[src/rtl/seg7_scan_driver_if.sv]
// -----------------------------------------------------------------------------
// seg7_scan_driver_if
// Bundles the data/control inputs and the display outputs of the multiplexed
// seven-segment scan driver. clk and rst remain plain ports on the driver.
//
//   value      [4*DIGITS] hex nibbles, value[3:0] is digit 0 (least significant)
//   dp_in      [DIGITS]   decimal point per digit, 1 = lit
//   load       [1]        one-cycle strobe capturing value/dp_in
//   blank_en   [1]        leading-zero blanking request
//   seg_out    [7]        segments {a,b,c,d,e,f,g}, active-low
//   dp_out     [1]        decimal point, active-low
//   dig_sel    [DIGITS]   one-hot-low digit enable
//   frame_done [1]        one-cycle pulse after each frame wrap
//
// master: the producer of display data (e.g. a CPU or testbench)
// slave : the scan driver itself
// -----------------------------------------------------------------------------
interface seg7_scan_driver_if #(
    parameter int DIGITS = 4
);
    logic [4*DIGITS-1:0] value;
    logic [DIGITS-1:0]   dp_in;
    logic                load;
    logic                blank_en;
    logic [6:0]          seg_out;
    logic                dp_out;
    logic [DIGITS-1:0]   dig_sel;
    logic                frame_done;

    modport master (
        output value, dp_in, load, blank_en,
        input  seg_out, dp_out, dig_sel, frame_done
    );

    modport slave (
        input  value, dp_in, load, blank_en,
        output seg_out, dp_out, dig_sel, frame_done
    );
endinterface

[src/rtl/seg7_scan_driver.sv]
// -----------------------------------------------------------------------------
// seg7_scan_driver
// Time-multiplexed driver for a DIGITS-wide common seven-segment display.
// A prescaler divides clk into digit slots of CLK_DIV cycles; each slot drives
// one digit. New data is staged in a pending register and only moved into the
// displayed (active) register at a frame boundary, so a frame never mixes old
// and new digits.
//
// Ports:
//   clk  - single clock, rising edge
//   rst  - synchronous, active-high reset
//   bus  - seg7_scan_driver_if.slave (value, dp_in, load, blank_en in;
//          seg_out, dp_out, dig_sel, frame_done out; all outputs registered)
//
// Parameters:
//   DIGITS  - number of multiplexed digits (1..8)
//   CLK_DIV - clk cycles per digit slot (>= 2)
//
// Optional feature:
//   SEG7_LZB_EN - when defined, blank_en = 1 blanks leading zero digits
//                 (digit 0 is never blanked). When undefined, blank_en is
//                 accepted but has no effect.
// -----------------------------------------------------------------------------
module seg7_scan_driver #(
    parameter int DIGITS  = 4,
    parameter int CLK_DIV = 50000
) (
    input  logic                  clk,
    input  logic                  rst,
    seg7_scan_driver_if.slave     bus
);

    localparam int VAL_W = 4 * DIGITS;
    localparam int IDX_W = (DIGITS > 1) ? $clog2(DIGITS) : 1;
    localparam int PRE_W = $clog2(CLK_DIV);

    localparam logic [PRE_W-1:0] PRE_LAST = PRE_W'(CLK_DIV - 1);
    localparam logic [IDX_W-1:0] IDX_LAST = IDX_W'(DIGITS - 1);

    // Hex nibble to active-low {a,b,c,d,e,f,g}
    function automatic logic [6:0] hex_to_seg(input logic [3:0] nib);
        logic [6:0] seg;
        case (nib)
            4'h0:    seg = 7'b0000001;
            4'h1:    seg = 7'b1001111;
            4'h2:    seg = 7'b0010010;
            4'h3:    seg = 7'b0000110;
            4'h4:    seg = 7'b1001100;
            4'h5:    seg = 7'b0100100;
            4'h6:    seg = 7'b0100000;
            4'h7:    seg = 7'b0001111;
            4'h8:    seg = 7'b0000000;
            4'h9:    seg = 7'b0000100;
            4'hA:    seg = 7'b0001000;
            4'hB:    seg = 7'b1100000;
            4'hC:    seg = 7'b0110001;
            4'hD:    seg = 7'b1000010;
            4'hE:    seg = 7'b0110000;
            default: seg = 7'b0111000;
        endcase
        return seg;
    endfunction

    // Scan timing state
    logic [PRE_W-1:0]  presc_q, presc_d;
    logic [IDX_W-1:0]  idx_q,   idx_d;

    // Data held for display and data waiting for the next frame
    logic [VAL_W-1:0]  act_val_q,  act_val_d;
    logic [DIGITS-1:0] act_dp_q,   act_dp_d;
    logic [VAL_W-1:0]  pend_val_q, pend_val_d;
    logic [DIGITS-1:0] pend_dp_q,  pend_dp_d;
    logic              pend_q,     pend_d;

    // Registered outputs
    logic [6:0]        seg_q, seg_d;
    logic              dp_q,  dp_d;
    logic [DIGITS-1:0] dig_q, dig_d;
    logic              fd_q,  fd_d;

    logic              tick;
    logic              wrap;
    logic [3:0]        cur_nib;
    logic              cur_dp;
    logic              cur_blank;
    logic [DIGITS-1:0] blank_vec;

    assign tick = (presc_q == PRE_LAST);
    // The tick that moves the index from the last digit back to digit 0
    assign wrap = tick && (idx_q == IDX_LAST);

`ifdef SEG7_LZB_EN
    // A digit i>0 is a leading zero when it and every more significant
    // nibble are zero; scan from the top down accumulating that condition.
    logic upper_zero;
    always_comb begin
        blank_vec  = '0;
        upper_zero = 1'b1;
        for (int i = DIGITS - 1; i >= 1; i--) begin
            upper_zero   = upper_zero & (act_val_q[i*4 +: 4] == 4'h0);
            blank_vec[i] = bus.blank_en & upper_zero;
        end
    end
`else
    // Blanking disabled: blank_en is kept on the interface but ignored.
    logic unused_blank_en;
    assign unused_blank_en = bus.blank_en;
    assign blank_vec       = '0;
`endif

    // Select the nibble, decimal point and blank flag of the current slot
    always_comb begin
        cur_nib   = 4'h0;
        cur_dp    = 1'b0;
        cur_blank = 1'b0;
        for (int i = 0; i < DIGITS; i++) begin
            if (idx_q == IDX_W'(i)) begin
                cur_nib   = act_val_q[i*4 +: 4];
                cur_dp    = act_dp_q[i];
                cur_blank = blank_vec[i];
            end
        end
    end

    // Next-state logic
    always_comb begin
        presc_d    = presc_q;
        idx_d      = idx_q;
        act_val_d  = act_val_q;
        act_dp_d   = act_dp_q;
        pend_val_d = pend_val_q;
        pend_dp_d  = pend_dp_q;
        pend_d     = pend_q;

        if (tick) begin
            presc_d = '0;
            idx_d   = (idx_q == IDX_LAST) ? '0 : idx_q + 1'b1;
        end else begin
            presc_d = presc_q + 1'b1;
        end

        // A load on the wrap tick goes straight to the display because the
        // new frame starts right now; otherwise it waits in pending.
        if (bus.load && wrap) begin
            act_val_d = bus.value;
            act_dp_d  = bus.dp_in;
            pend_d    = 1'b0;
        end else if (bus.load) begin
            pend_val_d = bus.value;
            pend_dp_d  = bus.dp_in;
            pend_d     = 1'b1;
        end else if (wrap && pend_q) begin
            act_val_d = pend_val_q;
            act_dp_d  = pend_dp_q;
            pend_d    = 1'b0;
        end

        // Outputs describe the slot of the current index, one cycle later
        seg_d = cur_blank ? 7'b1111111 : hex_to_seg(cur_nib);
        dp_d  = ~cur_dp;
        dig_d = ~(DIGITS'(1) << idx_q);
        fd_d  = wrap;
    end

    // State and output registers
    always_ff @(posedge clk) begin
        if (rst) begin
            presc_q    <= '0;
            idx_q      <= '0;
            act_val_q  <= '0;
            act_dp_q   <= '0;
            pend_val_q <= '0;
            pend_dp_q  <= '0;
            pend_q     <= 1'b0;
            seg_q      <= 7'b1111111;
            dp_q       <= 1'b1;
            dig_q      <= '1;
            fd_q       <= 1'b0;
        end else begin
            presc_q    <= presc_d;
            idx_q      <= idx_d;
            act_val_q  <= act_val_d;
            act_dp_q   <= act_dp_d;
            pend_val_q <= pend_val_d;
            pend_dp_q  <= pend_dp_d;
            pend_q     <= pend_d;
            seg_q      <= seg_d;
            dp_q       <= dp_d;
            dig_q      <= dig_d;
            fd_q       <= fd_d;
        end
    end

    assign bus.seg_out    = seg_q;
    assign bus.dp_out     = dp_q;
    assign bus.dig_sel    = dig_q;
    assign bus.frame_done = fd_q;

endmodule
[src/flat_wrapper.sv]
// flat-port wrapper written by rule: the top's interface ports become plain ports
module seg7_scan_driver_flat 
#(
    parameter int DIGITS  = 4,
    parameter int CLK_DIV = 50000
)
  (clk, rst, bus_value, bus_dp_in, bus_load, bus_blank_en, bus_seg_out, bus_dp_out, bus_dig_sel, bus_frame_done);
  seg7_scan_driver_if #(.DIGITS(DIGITS)) bus_i ();
  input  logic clk;
  input  logic rst;
  input wire logic [$bits(bus_i.value)-1:0] bus_value;
  input wire logic [$bits(bus_i.dp_in)-1:0] bus_dp_in;
  input wire logic [$bits(bus_i.load)-1:0] bus_load;
  input wire logic [$bits(bus_i.blank_en)-1:0] bus_blank_en;
  output wire logic [$bits(bus_i.seg_out)-1:0] bus_seg_out;
  output wire logic [$bits(bus_i.dp_out)-1:0] bus_dp_out;
  output wire logic [$bits(bus_i.dig_sel)-1:0] bus_dig_sel;
  output wire logic [$bits(bus_i.frame_done)-1:0] bus_frame_done;
  assign bus_i.value = bus_value;
  assign bus_i.dp_in = bus_dp_in;
  assign bus_i.load = bus_load;
  assign bus_i.blank_en = bus_blank_en;
  assign bus_seg_out = bus_i.seg_out;
  assign bus_dp_out = bus_i.dp_out;
  assign bus_dig_sel = bus_i.dig_sel;
  assign bus_frame_done = bus_i.frame_done;
  seg7_scan_driver #(.DIGITS(DIGITS), .CLK_DIV(CLK_DIV)) u_core (.clk(clk), .rst(rst), .bus(bus_i));
endmodule
[config.mk]
export PLATFORM = sky130hd
export DESIGN_NAME = seg7_scan_driver_flat
export DESIGN_NICKNAME = d
export VERILOG_FILES = /design/src/rtl/seg7_scan_driver_if.sv /design/src/rtl/seg7_scan_driver.sv /design/src/flat_wrapper.sv
export SDC_FILE = /design/constraint.sdc
export NUM_CORES = 1
export LEC_CHECK = 0
export CORE_MARGIN = 5
export CORE_UTILIZATION = 59
export DETAILED_ROUTE_END_ITERATION = 7
export PLACE_DENSITY = 0.81
export SLEW_MARGIN = 20
export SYNTH_ARGS = -nofsm -noshare
export SYNTH_HDL_FRONTEND = slang
export SYNTH_SLANG_ARGS = --single-unit
[constraint.sdc]
create_clock -name clk -period 3.85 [get_ports clk]
set_input_delay 0.9625 -clock clk [delete_from_list [all_inputs] [get_ports clk]]
set_output_delay 0.9625 -clock clk [all_outputs]
set_load 0.02 [all_outputs]
==> results of run 1 <==
## cells in the mapped netlist, types with 2 or more instances
| master | n |
|---|---|
| a221oi_1 | 2 |
| inv_1 | 9 |
| o221ai_1 | 2 |
| a22oi_1 | 20 |
| a22o_1 | 20 |
| nand4_1 | 4 |
| nor3b_1 | 3 |
| nor3_1 | 2 |
| xnor2_1 | 8 |
| nand3_1 | 6 |
| or4bb_1 | 2 |
| nor2_1 | 46 |
| mux2i_1 | 4 |
| o21ai_0 | 2 |
| a211oi_1 | 6 |
| clkbuf_1 | 21 |
| xor2_1 | 6 |
| mux2_2 | 2 |
| nor2b_1 | 6 |
| nand3b_1 | 5 |
| ha_1 | 11 |
| dfxtp_1 | 72 |
| nand2_1 | 57 |
| nand2b_1 | 2 |
| a21oi_1 | 23 |
| and3_1 | 4 |
| a2111oi_0 | 2 |
| o211ai_1 | 2 |
| buf_2 | 3 |
## layer usage
layer | wire [um] | vias to the layer above | track usage, %
li1 | - | 1328 | -
met1 | 2970 | 1188 | 24.1
met2 | 3090 | 50 | 33.1
met3 | 257 | 10 | 3.07
met4 | 114 | 0 | 8.17
met5 | 0 | - | 0
## sequential cells by signal, summed over array words and instances (netlist names)
name and flops:
u_core.bus.dp_out 1, u_core.act_val_q 16, u_core.presc_q 16, u_core.pend_q 1
u_core.bus.frame_done 1, u_core.bus.seg_out 7, u_core.pend_val_q 16, u_core.bus.dig_sel 4
u_core.idx_q 2, u_core.pend_dp_q 4, u_core.act_dp_q 4
## per-stage QoR
stage                     worst slack [ns]  instances
final                                0.924        466
after global routing                 0.711        466
after CTS                            0.982        466
after detailed placement             0.998        453
after global placement                1.15        453
after floorplan                       1.24        364
## power groups by stage
stage	Combinational, mW	Clock, mW	Sequential, mW
finish	0.103	0.506	0.773
global route	0.113	0.550	0.775
detailed placement	0.103	0	0.790
CTS	0.103	0.517	0.773
global placement	0.101	0	0.789
floorplan	0.0520	0	0.793
## final cells by class
| class | count | area, um2 | area share, % |
|---|---|---|---|
| Multi-Input combinational cell | 258 | 1590 | 42.7 |
| Clock buffer | 12 | 155 | 4.16 |
| Sequential cell | 72 | 1440 | 38.6 |
| Timing Repair Buffer | 44 | 418 | 11.2 |
| Tap cell | 70 | 87.6 | 2.35 |
| Inverter | 9 | 33.8 | 0.905 |
| Clock inverter | 1 | 5.00 | 0.134 |
## path summary, 6_finish.rpt
path / end / slack [ns] / cells past startpoint
min: u_core.pend_val_q[8]$_SDFFE_PP0P_ / 0.46 / 2
min reg2reg: u_core.pend_val_q[8]$_SDFFE_PP0P_ / 0.46 / 2
max reg2reg: u_core.bus.seg_out[3]$_SDFF_PP1_ / 0.92 / 8
max: u_core.bus.seg_out[3]$_SDFF_PP1_ / 0.92 / 8
## worst max-delay path, stage by stage, from the launching register on
cell and delay [ns]:
dfxtp_1 0.40, ha_1 0.53, a2111oi_0 0.18, a221oi_1 0.60, inv_1 0.14, ha_1 0.29
nor2b_1 0.15, a2111oi_0 0.42, a31oi_1 0.07
## logic make-up (layout without fill, tap and decap cells)
| logic type | after synthesis | in the layout | share of synthesized area, % |
|---|---|---|---|
| adders and majority gates | 11 | 11 | 4.35 |
| and+or+nand+nor | 144 | 144 | 21.4 |
| DFF | 72 | 72 | 45.5 |
| muxes | 6 | 6 | 1.98 |
| xor gates and xnor gates | 14 | 14 | 3.87 |
| buffers and inverters | 34 | 66 | 4.15 |
| AOI/OAI and AO/OA | 83 | 83 | 18.7 |
==> impl_metrics.env, run 1 <==
export IMPL_result_of_the_run="complete, no violations"
export IMPL_worst_slew_pin_slew_ns=0.714
export IMPL_drt_pass1_iter_count=5
export IMPL_post_synth_edffs=0
export IMPL_h_tree_depth=3
export IMPL_power_frac_clock_pct=36.6
export IMPL_worst_endpoint_required_ns=4.05
export IMPL_grt_pass1_wl_um=11200
export IMPL_sequentialPowerShare_pct=55.9
export IMPL_drt_wirelength_per_cell_um=13.8
export IMPL_rows=26
export IMPL_io_pins=37
export IMPL_final_worst_hold_slack_ns=0.455
export IMPL_clock_latency_ns=0.33
export IMPL_port_buffers=35
export IMPL_drive_gt1_share_pct=6.31
export IMPL_rsz0062_at_grt="no"
export IMPL_globalplace_congestion=0.813
export IMPL_post_drt_via_cell_ratio=5.53
export IMPL_detailedPlacementHpwl_um=4430
export IMPL_worst_setup_path_startpoint="u_core.idx_q[0]$_SDFFE_PP0P_"
export IMPL_critical_path_startpoint_type="register"
export IMPL_final_setup_tns_ns=0
export IMPL_power_per_cell_area_nw_per_um2=370
export IMPL_final_max_slew_viol_count=0
export IMPL_finish_instance_area_um2=3730
export IMPL_critical_path_arrival_ns=3.13
export IMPL_worst_clock_skew_ns=0.00668
export IMPL_worst_slew_margin_rel_pct=52.4
export IMPL_finalCoreUtilization_pct=72.2
export IMPL_core_region_area_um2=5170
export IMPL_worst_hold_startpoint="u_core.pend_val_q[8]$_SDFFE_PP0P_"
export IMPL_timing_final_setup_violations=0
export IMPL_hold_viol=0
export IMPL_fp_dieArea_um2=6930
export IMPL_most_common_layout_cells="dfxtp_1 (72), nand2_1 (57), nor2_1 (46), clkdlybuf4s50_1 (35), a21oi_1 (23)"
export IMPL_standby_leakage_power_nw=1.40
export IMPL_placedInstanceArea_um2=3570
export IMPL_synth_top_cell_area_share_pct=45.5
export IMPL_layout_cells_most_common="dfxtp_1"
export IMPL_final_period_utilization_pct=76.0
export IMPL_critical_path_peak_fanout=18
export IMPL_synthArstFlopShare_pct=0
export IMPL_ys_types=41
export IMPL_grt_overflow_total=0
export IMPL_grt_max_degree=46
export IMPL_cell_internal_pwr_mw=1.07
export IMPL_sw_frac_of_total_pct=22.4
export IMPL_post_cts_resized_instances=0
export IMPL_comb_power_share_pct=7.4
export IMPL_routed_via_count=2576
export IMPL_y_dimension_of_the_die_um=83.3
export IMPL_clk_root_buffer_cell="clkbuf_8"
export IMPL_ys_flop_type="dfxtp_1"
export IMPL_tritoncts_clock_tree="yes"
export IMPL_design_power_total_mw=1.38
export IMPL_synth_avg_cell_area_um2=8.70
export IMPL_synthesis_area_um2=3170
export IMPL_worstReg2RegStart="u_core.idx_q[0]$_SDFFE_PP0P_"
export IMPL_ys_warn_count=0
export IMPL_layout_area_overhead_vs_synth_pct=17.9
export IMPL_grt_antenna_before_repair=0
export IMPL_postCtsHoldBufs=0
export IMPL_cts_path_max_buffers=2
export IMPL_syn_num_nets=399
export IMPL_post_synth_inst_count=364
export IMPL_initial_utilization_pct=61.2
export IMPL_detail_route_antenna_nets=0
export IMPL_crit_path_end_kind="register"
export IMPL_drt_total_wl_um=6430
export IMPL_cap_violations=0
export IMPL_synth_top_cell_by_area="dfxtp_1"
export IMPL_floorplan_die_width_um=83.3
export IMPL_ir_drop_mv=0.251
export IMPL_clock_period_minus_worst_slack_ns=2.93
export IMPL_sequential_element_share_of_the_synthesized_area_pct=45.5
export IMPL_worst_setup_hold_path_clk_slew_ns=0.07
export IMPL_ys_seq_elements=72
export IMPL_drt_drc_violations_left=0
export IMPL_filler_cell_count=408
export IMPL_cts_sink_count=72
export IMPL_achievable_frequency_mhz=342
export IMPL_final_net_count=429
export IMPL_timing_hold_worst_class="reg2reg"
export IMPL_antenna_diode_count=0
export IMPL_cts_buffers=9
export IMPL_initialDrtViolationCount=86
export IMPL_worst_setup_path_type="reg2reg"
export IMPL_netlist_top_cells_area="dfxtp_1 (46%), nand2_1 (6.8%), a22o_1 (5.5%), nor2_1 (5.5%), a22oi_1 (4.7%)"
export IMPL_post_cts_setup_buffer_count=0
export IMPL_groute_usage_overall_pct=19.4
export IMPL_via_count_of_the_first_global_routing_pass=2553
export IMPL_p_switching_uw=310
Power figures use the tool's default switching activity.
==> run 2, diff against run 1 <==
--- a/config.mk
+++ b/config.mk
@@ -6,9 +6,9 @@
 export NUM_CORES = 1
 export LEC_CHECK = 0
 export CORE_MARGIN = 5
-export CORE_UTILIZATION = 59
+export CORE_UTILIZATION = 55
 export DETAILED_ROUTE_END_ITERATION = 7
-export PLACE_DENSITY = 0.81
+export PLACE_DENSITY = 0.77
 export SLEW_MARGIN = 20
 export SYNTH_ARGS = -nofsm -noshare
 export SYNTH_HDL_FRONTEND = slang
==> constraint.sdc (replaced) <==
create_clock -name clk -period 2.9 [get_ports clk]
set_input_delay 0.725 -clock clk [delete_from_list [all_inputs] [get_ports clk]]
set_output_delay 0.725 -clock clk [all_outputs]
set_load 0.02 [all_outputs]
==> impl_metrics.env, run 2 (synthesis results as in run 1) <==
export IMPL_result_of_the_run="complete, no violations"
export IMPL_most_common_layout_cells="dfxtp_1 (72), nand2_1 (57), nor2_1 (46), clkdlybuf4s50_1 (35), a21oi_1 (23)"
export IMPL_postCtsHoldBufs=0
export IMPL_layout_area_overhead_vs_synth_pct=19.6
export IMPL_cts_path_max_buffers=2
export IMPL_routed_via_count=2648
export IMPL_critical_path_cell_chain="inv_1 -> ha_1 -> and3b_1 -> a2111oi_0 -> a221oi_1 -> ha_1 -> a2111oi_0 -> a31oi_1"
export IMPL_clk_root_buffer_cell="clkbuf_8"
export IMPL_post_drt_via_cell_ratio=5.56
export IMPL_post_cts_resized_instances=0
export IMPL_timing_hold_worst_class="reg2reg"
export IMPL_grt_pass1_wl_um=11100
export IMPL_io_pins=37
export IMPL_fp_dieArea_um2=7370
export IMPL_worst_slew_margin_rel_pct=57.8
export IMPL_initialDrtViolationCount=80
export IMPL_clock_period_minus_worst_slack_ns=2.66
export IMPL_detail_route_antenna_nets=0
export IMPL_antenna_diode_count=0
export IMPL_worst_setup_path_type="reg2reg"
export IMPL_h_tree_depth=3
export IMPL_critical_path_peak_fanout=11
export IMPL_grt_overflow_total=0
export IMPL_post_cts_setup_buffer_count=0
export IMPL_port_buffers=35
export IMPL_final_max_slew_viol_count=0
export IMPL_final_period_utilization_pct=91.6
export IMPL_y_dimension_of_the_die_um=85.9
export IMPL_drt_pass1_iter_count=4
export IMPL_crit_end="u_core.bus.seg_out[3]$_SDFF_PP1_"
export IMPL_standby_leakage_power_nw=1.43
export IMPL_globalplace_congestion=0.829
export IMPL_drt_wirelength_per_cell_um=14.0
export IMPL_worst_setup_path_startpoint="u_core.idx_q[1]$_SDFFE_PP0P_"
export IMPL_regToRegEndpoint="u_core.bus.seg_out[3]$_SDFF_PP1_"
export IMPL_grt_max_degree=35
export IMPL_drive_gt1_share_pct=8.42
export IMPL_grt_antenna_before_repair=0
export IMPL_layout_cells_most_common="dfxtp_1"
export IMPL_ir_drop_mv=0.343
export IMPL_initial_utilization_pct=57.1
export IMPL_cts_sink_count=72
export IMPL_detailedPlacementHpwl_um=4720
export IMPL_rsz0062_at_grt="no"
export IMPL_critical_path_startpoint_type="register"
export IMPL_design_power_total_mw=1.86
export IMPL_via_count_of_the_first_global_routing_pass=2430
export IMPL_rows=27
export IMPL_timing_final_setup_violations=0
export IMPL_r2r_cells=8
export IMPL_filler_cell_count=473
export IMPL_cap_violations=0
export IMPL_crit_path_end_kind="register"
export IMPL_final_setup_tns_ns=0
export IMPL_drt_total_wl_um=6670
export IMPL_groute_usage_overall_pct=18.7
export IMPL_regToRegSetupSlack_ns=0.24
export IMPL_core_region_area_um2=5540
export IMPL_largest_registers="u_core.act_val_q (16), u_core.pend_val_q (16), u_core.presc_q (16)"
export IMPL_worst_endpoint_required_ns=3.11
export IMPL_clock_latency_ns=0.35
export IMPL_worst_path_max_delay_cell="a2111oi_0"
export IMPL_achievable_frequency_mhz=376
export IMPL_hold_viol=0
export IMPL_finalCoreUtilization_pct=68.3
export IMPL_floorplan_die_width_um=85.9
export IMPL_cpPeakStageDelay_ns=0.57
export IMPL_final_net_count=434
export IMPL_critical_path_arrival_ns=2.87
export IMPL_worst_setup_hold_path_clk_slew_ns=0.08
export IMPL_worst_clock_skew_ns=0.00893
export IMPL_drt_drc_violations_left=0
export IMPL_power_per_cell_area_nw_per_um2=490
export IMPL_worst_slew_pin_slew_ns=0.617
export IMPL_tritoncts_clock_tree="yes"
export IMPL_cts_buffers=9
export IMPL_worstReg2RegStart="u_core.idx_q[1]$_SDFFE_PP0P_"
run 2: cell count changes in the layout (fill, tap and decap cells not counted), sizes merged:
| cell | delta |
|---|---|
| buf | +5 |
| clkbuf | -3 |
| clkinv | +3 |
| clkinvlp | +2 |
| inv | +1 |
run 2: worst min-delay path by stage:
| stage | start | to | slack, ns | cells past startpoint |
|---|---|---|---|---|
| finish | u_core.pend_val_q[1]$_SDFFE_PP0P_ | u_core.pend_val_q[1]$_SDFFE_PP0P_ | 0.45 | 2 |
| global route | u_core.pend_val_q[4]$_SDFFE_PP0P_ | u_core.pend_val_q[4]$_SDFFE_PP0P_ | 0.47 | 2 |
| CTS | u_core.pend_val_q[1]$_SDFFE_PP0P_ | u_core.pend_val_q[1]$_SDFFE_PP0P_ | 0.46 | 2 |
| detailed placement | u_core.pend_val_q[14]$_SDFFE_PP0P_ | u_core.pend_val_q[14]$_SDFFE_PP0P_ | 0.45 | 2 |
| global placement | u_core.pend_val_q[9]$_SDFFE_PP0P_ | u_core.pend_val_q[9]$_SDFFE_PP0P_ | 0.44 | 2 |
| floorplan | u_core.presc_q[0]$_SDFF_PP0_ | u_core.presc_q[0]$_SDFF_PP0_ | 0.43 | 1 |
run 2: metrics by stage:
stage | cells | setup WS (ns) | hold slack (ns) | cell area [um2]
final | 476 | 0.243 | 0.454 | 3780
after floorplan | 364 | 0.295 | 0.430 | 3170
after global placement | 460 | 0.456 | 0.441 | 3610
after detailed placement | 460 | 0.334 | 0.448 | 3610
after CTS | 476 | 0.305 | 0.458 | 3780
after global routing | 476 | 0.0973 | 0.468 | 3780
run 2: layout make-up:
class	count	area [um2]	share of cell area, %
clock buffers	9	124	3.27
clock inverters	7	47.5	1.26
inverters	9	33.8	0.893
multi-input cells	258	1590	42.1
flip-flops and latches	72	1440	38.1
well taps	72	90.1	2.38
repair buffers	49	455	12.0
run 2: layer usage:
metal / part of all wire (%) / up-vias / wire (um) / GRT usage, %
met1: 47 / 1238 / 3120 / 23.9
met4: 1.7 / 0 / 113 / 8.63
met3: 4.4 / 10 / 294 / 4.13
met5: 0 / - / 0 / 0
met2: 47 / 60 / 3150 / 30.1
li1: - / 1340 / - / -
run 2: power by group:
| group | switching [mW] | internal, mW |
|---|---|---|
| Clock | 0.382 | 0.309 |
| Combinational | 0.0692 | 0.0693 |
| Sequential | 0.0130 | 1.01 |
run 2: critical path, delay by kind of cell, from the launching register on:
family / cells / cell delay, ns
buffers and inverters: 1 / 0.09
AO/OA/AOI/OAI: 4 / 1.18
AND/OR/NAND/NOR: 1 / 0.22
adder cells (fa/ha/maj): 2 / 0.68
flip-flops: 1 / 0.35
